<file path="config.mk">
export PLATFORM = sky130hd
export DESIGN_NAME = lsu_sram_queue
export DESIGN_NICKNAME = d
export VERILOG_FILES = /design/src/rtl/lsu_sram_queue.sv
export SDC_FILE = /design/constraint.sdc
export NUM_CORES = 1
export LEC_CHECK = 0
export CAP_MARGIN = 20
export CELL_PAD_IN_SITES_DETAIL_PLACEMENT = 1
export CELL_PAD_IN_SITES_GLOBAL_PLACEMENT = 1
export CORE_ASPECT_RATIO = 1.1
export CORE_MARGIN = 2
export CORE_UTILIZATION = 33
export CTS_CLUSTER_DIAMETER = 60
export DETAILED_ROUTE_END_ITERATION = 8
export GPL_TIMING_DRIVEN = 0
export HOLD_SLACK_MARGIN = 0.15
export PLACE_DENSITY = 0.83
export SYNTH_ARGS = -nofsm -noshare
export SYNTH_HDL_FRONTEND = slang
export SYNTH_SLANG_ARGS = --single-unit
</file>
<file path="constraint.sdc">
create_clock -name clk -period 7.7 [get_ports clk]
set_clock_uncertainty 0.1 [all_clocks]
set_input_delay 1.155 -clock clk [delete_from_list [all_inputs] [get_ports clk]]
set_output_delay 1.155 -clock clk [all_outputs]
set_load 0.005 [all_outputs]
</file>
<file path="src/rtl/lsu_sram_queue.sv">
// Load/store unit bridging the MEM stage to an sram_like data bus.
// Up to DEPTH requests may be outstanding. Responses return in order, and
// load data is extracted and extended. Misaligned ops are answered locally
// without a bus access. A cancel drains in-flight responses and discards them.
module lsu_sram_queue #(
    parameter int unsigned DEPTH     = 4,
    parameter int unsigned TAG_W     = 5,
    parameter logic [31:0] ADDR_MASK = 32'h1FFFFFFF
) (
    input  logic             clk,
    input  logic             resetn,
    input  logic             cancel,
    input  logic             req_valid,
    output logic             req_ready,
    input  logic             req_wr,
    input  logic [1:0]       req_size,
    input  logic             req_unsigned,
    input  logic [31:0]      req_addr,
    input  logic [31:0]      req_wdata,
    input  logic [TAG_W-1:0] req_tag,
    output logic             resp_valid,
    output logic [31:0]      resp_rdata,
    output logic [TAG_W-1:0] resp_tag,
    output logic             resp_store,
    output logic             resp_adel,
    output logic             resp_ades,
    output logic             data_req,
    output logic             data_wr,
    output logic [1:0]       data_size,
    output logic [31:0]      data_addr,
    output logic [31:0]      data_wdata,
    input  logic [31:0]      data_rdata,
    input  logic             data_addr_ok,
    input  logic             data_data_ok
);

    localparam int unsigned PTR_W = (DEPTH > 1) ? $clog2(DEPTH) : 1;
    localparam int unsigned CNT_W = PTR_W + 1;

    typedef enum logic {
        ST_RUN   = 1'b0,
        ST_DRAIN = 1'b1
    } state_t;

    typedef struct packed {
        logic [TAG_W-1:0] tag;
        logic             wr;
        logic [1:0]       size;
        logic             uns;
        logic [1:0]       off;
    } entry_t;

    entry_t           queue [DEPTH];
    logic [PTR_W-1:0] wr_ptr;
    logic [PTR_W-1:0] rd_ptr;
    logic [CNT_W-1:0] count;
    state_t           state;
    state_t           state_nxt;

    logic             misaligned_c;
    logic             exc_accept_c;
    logic             push_c;
    logic             pop_c;
    logic [CNT_W-1:0] count_nxt_c;
    entry_t           head_c;
    logic [7:0]       byte_c;
    logic [15:0]      half_c;
    logic [31:0]      load_data_c;

    // Handshake, bus drive and next-state decode
    always_comb begin
        misaligned_c = 1'b0;
        data_req     = 1'b0;
        push_c       = 1'b0;
        exc_accept_c = 1'b0;
        req_ready    = 1'b0;
        pop_c        = 1'b0;
        count_nxt_c  = count;
        state_nxt    = state;
        data_wr      = req_wr;
        data_size    = req_size;
        data_addr    = req_addr & ADDR_MASK;
        data_wdata   = req_wdata;

        misaligned_c = ((req_size == 2'd1) && req_addr[0]) ||
                       ((req_size == 2'd2) && (req_addr[1:0] != 2'b00));
        data_req     = req_valid && !misaligned_c && (state == ST_RUN) &&
                       (count < CNT_W'(DEPTH)) && !cancel;
        push_c       = data_req && data_addr_ok;
        // exceptions wait until the bus side is empty so responses stay ordered
        exc_accept_c = req_valid && misaligned_c && (state == ST_RUN) && (count == '0);
        req_ready    = push_c || exc_accept_c;
        pop_c        = data_data_ok && (count != '0);
        count_nxt_c  = count + CNT_W'(push_c) - CNT_W'(pop_c);

        case (req_size)
            2'd0:    data_wdata = {4{req_wdata[7:0]}};
            2'd1:    data_wdata = {2{req_wdata[15:0]}};
            default: data_wdata = req_wdata;
        endcase

        case (state)
            ST_RUN:   if (cancel && (count_nxt_c != '0)) state_nxt = ST_DRAIN;
            ST_DRAIN: if (count_nxt_c == '0) state_nxt = ST_RUN;
            default:  state_nxt = ST_RUN;
        endcase
    end

    // Extract and extend load data for the entry at the head of the queue
    always_comb begin
        head_c      = queue[rd_ptr];
        byte_c      = data_rdata[7:0];
        half_c      = data_rdata[15:0];
        load_data_c = data_rdata;

        case (head_c.off)
            2'd0:    byte_c = data_rdata[7:0];
            2'd1:    byte_c = data_rdata[15:8];
            2'd2:    byte_c = data_rdata[23:16];
            default: byte_c = data_rdata[31:24];
        endcase
        half_c = head_c.off[1] ? data_rdata[31:16] : data_rdata[15:0];

        case (head_c.size)
            2'd0:    load_data_c = {{24{~head_c.uns & byte_c[7]}}, byte_c};
            2'd1:    load_data_c = {{16{~head_c.uns & half_c[15]}}, half_c};
            default: load_data_c = data_rdata;
        endcase
        if (head_c.wr) load_data_c = '0;
    end

    // FSM state register
    always_ff @(posedge clk) begin
        if (!resetn) state <= ST_RUN;
        else         state <= state_nxt;
    end

    // Outstanding-request queue: pointers, count and per-entry metadata
    always_ff @(posedge clk) begin
        if (!resetn) begin
            wr_ptr <= '0;
            rd_ptr <= '0;
            count  <= '0;
            for (int i = 0; i < int'(DEPTH); i++) queue[i] <= '0;
        end else begin
            if (push_c) begin
                queue[wr_ptr] <= '{tag: req_tag, wr: req_wr, size: req_size,
                                   uns: req_unsigned, off: req_addr[1:0]};
                wr_ptr        <= wr_ptr + PTR_W'(1);
            end
            if (pop_c) rd_ptr <= rd_ptr + PTR_W'(1);
            count <= count_nxt_c;
        end
    end

    // Registered response: bus completion or local exception; both killed by cancel
    always_ff @(posedge clk) begin
        if (!resetn) begin
            resp_valid <= 1'b0;
            resp_rdata <= '0;
            resp_tag   <= '0;
            resp_store <= 1'b0;
            resp_adel  <= 1'b0;
            resp_ades  <= 1'b0;
        end else if (pop_c && (state == ST_RUN) && !cancel) begin
            resp_valid <= 1'b1;
            resp_rdata <= load_data_c;
            resp_tag   <= head_c.tag;
            resp_store <= head_c.wr;
            resp_adel  <= 1'b0;
            resp_ades  <= 1'b0;
        end else if (exc_accept_c && !cancel) begin
            resp_valid <= 1'b1;
            resp_rdata <= '0;
            resp_tag   <= req_tag;
            resp_store <= req_wr;
            resp_adel  <= !req_wr;
            resp_ades  <= req_wr;
        end else begin
            resp_valid <= 1'b0;
            resp_rdata <= '0;
            resp_tag   <= '0;
            resp_store <= 1'b0;
            resp_adel  <= 1'b0;
            resp_ades  <= 1'b0;
        end
    end

endmodule

</file>
==> run metrics <==
first-pass GRT wire length ~23000 um; CTS Hold Bufs 0; die width 118 um; Max Fclk between 200 and 250 MHz; DP Wirelength between 10000 and 15000 um; Hold Crit Start state; CTS Root Cell clkbuf_16; leakage 2.82 nW; max-slew violations 0; Hold EP state; CTS Buf Count 9; PwrDens 212 nW/um^2; Worst path max stage delay 0.55 ns; Finished Core Util between 50% and 60%; Worst Hold Class reg -> reg; max-cap viol count 0; Slew @ Worst Pin between 0.7 and 0.8 ns; DR vias around 4000; Design Area, Final just over 7000 um^2; CTS clk-pin slew, worst paths 0.07 ns; gr ovfl total 0; hold path depth 2; Cell variety after synth 41; Main synth FF type dfxtp_1; VDD IR-drop max around 0.12 mV; Vias per Instance between 4 and 5; leading area contributor after synthesis edfxtp_1; largest net degree at the start of global routing 18; global placement routability congestion between 0.8 and 0.9; Resize count post-CTS 0; WS Path Type in -> out; clock latency on the worst-skew pair 0.34 ns; Fin. Hold Viols 0; area grow syn2layout 51.1%; Synth Register Bits 95; Final Non-Filler Cells roughly 830; setup ws final 3.17 ns; highest-delay cell along the critical path clkdlybuf4s50_1; diode count 0; Post-Synthesis Cells 433; Synth top area share 28.0%; Setup crit start kind input pin; Seq/Total Area, Yosys about half; Tmin final 4.53 ns; GRT Overall Usage between 10% and 20%; Rel. slew slack 52.3%; CTS Sinks 95; # rows 45; Synth top cells by count 51 x and2_1, 51 x dfxtp_1, 46 x buf_4; outcome finished, final reports clean; CP arrival roughly 3.3 ns; Initial Util 33.9%; IO Pins 221; core area approximately 14000 um^2; Chip Height approximately 130 um; Post-synth EDFFs between 40 and 50; DRC violation total after the first TritonRoute iteration roughly 210; die area 15300 um^2; Post-Route WL about 15000 um; cells along the critical path clkdlybuf4s50_1 -> buf_1 -> clkbuf_1 -> nand2_1 -> o21ai_0 -> clkdlybuf4s50_1; dpl cell area roughly 6800 um^2; Syn Area/Cell about 11 um^2; Final Cycle Share roughly three fifths; post-place setup slack between 3 and 4 ns; CTS tree yes; Crit path top cell by count clkdlybuf4s50_1; Post-DRT Antenna Nets 0; Reg2Reg Launch Point state; fraction of layout cells with a size suffix above 1 16.1%; WL/cell 17.7 um; Reg2Reg Depth 11; Pre-Repair DR Iteration Count 4; vias in the first global route 4409; R2R Path End state; top post-synthesis cells by area edfxtp_1 28%, dfxtp_1 22%, buf_4 7.3%, and2_1 6.8%, mux2i_1 5.1%; setup violators final 0; worst hold margin around 0.47 ns; crit path max fanout 10; RSZ-0062 raised after global routing no; Power Total 1.51 mW; Worst EP required roughly 6.4 ns; initial antenna violation count 0; Post-CTS Setup Inserts 0; Fin Setup TNS 0 ns; flop2flop setup slack ~4.8 ns; DRC Markers 0; Final #Nets 748; YS warnings 0; clock tree buffer depth 2; Placed Cells just over 800; PortBufs roughly 190; crit path capture type primary output; Async S/R FF share, synth 0%; Max H-tree Level 3; Mapped Area between 4000 and 5000 um^2
==> worst max-delay path by stage <==
stage | end | start | slack [ns]
6_report | data_wdata[27] | req_size[1] | 3.17
2_1_floorplan | data_wdata[10] | req_size[0] | 4.33
4_1_cts | data_wdata[31] | req_size[1] | 3.15
3_5_place_dp | data_wdata[31] | req_size[1] | 3.15
3_3_place_gp | data_wdata[24] | req_size[1] | 3.20
5_1_grt | data_wdata[27] | req_size[1] | 2.97
==> cell families (layout without fill, tap and decap cells) <==
logic type,after synthesis,after routing,share of synthesized area (%)
compound gates,65,65,8.60
xor+xnor,6,6,1.12
fa+ha+maj,3,3,0.956
buf+inv,69,273,9.69
flops,95,95,49.7
mux,51,51,13.9
other cells,1,3,0.0796
simple gates,143,143,15.9
==> cells in the final DEF (no fill, tap or decap), types with 4 or more instances in the layout <==
cell             Yosys  routed
clkbuf_1            10      10
clkbuf_16            0       9
dfxtp_1             51      51
clkdlybuf4s50_1      0     185
nor2_1              23      23
a211oi_1             7       7
a21oi_1             15      15
and2_1              51      51
o21a_1               7       7
buf_6                3       4
o21ai_1              1       4
xnor2_1              4       4
a22o_1               6       6
o21ai_0             25      22
nand3_1              7       7
mux4_2              10      10
inv_1                6       6
buf_4               46      48
nand2_1             44      44
mux2i_1             24      24
edfxtp_1            44      44
mux2_2              17      17
inv_6                0       4
==> layer usage <==
layer | global-route usage (%) | routed length (um) | vias to the layer above
met2 | 37.2 | 7680 | 198
li1 | - | - | 1867
met3 | 6.21 | 1210 | 25
met1 | 19.7 | 5470 | 1900
met4 | 6.52 | 309 | 0
met5 | 0 | 0 | -
==> worst max-delay path, delay by kind of cell <==
kind | cells | cell delay [ns]
buffers and inverters | 4 | 1.92
AOI/OAI and AO/OA | 1 | 0.10
and+or+nand+nor | 1 | 0.10
==> power breakdown <==
| part | internal (mW) | total, mW | leakage [nW] | switching [mW] |
|---|---|---|---|---|
| clock network | 0.232 | 0.430 | 0.140 | 0.198 |
| logic | 0.253 | 0.488 | 1.81 | 0.235 |
| registers | 0.568 | 0.593 | 0.867 | 0.0249 |
==> area by class of cell <==
type | count | area [um^2]
Clock buffer | 10 | 239
Multi-Input combinational cell | 271 | 1920
Tap cell | 188 | 235
Sequential cell | 95 | 2340
Buffer | 63 | 434
Inverter | 6 | 22.5
Clock inverter | 6 | 47.5
Fill cell | 1505 | 6790
Timing Repair Buffer | 188 | 1880
==> flip-flops by register name (all words and copies together), names as in the netlist, named ones only <==
name and count:
resp_valid 1, queue 44, resp_ades 1, rd_ptr 2, resp_rdata 32, state 1
resp_tag 5, resp_store 1, wr_ptr 2, resp_adel 1, count 3
Note: power is estimated with default switching activity, not from simulation.
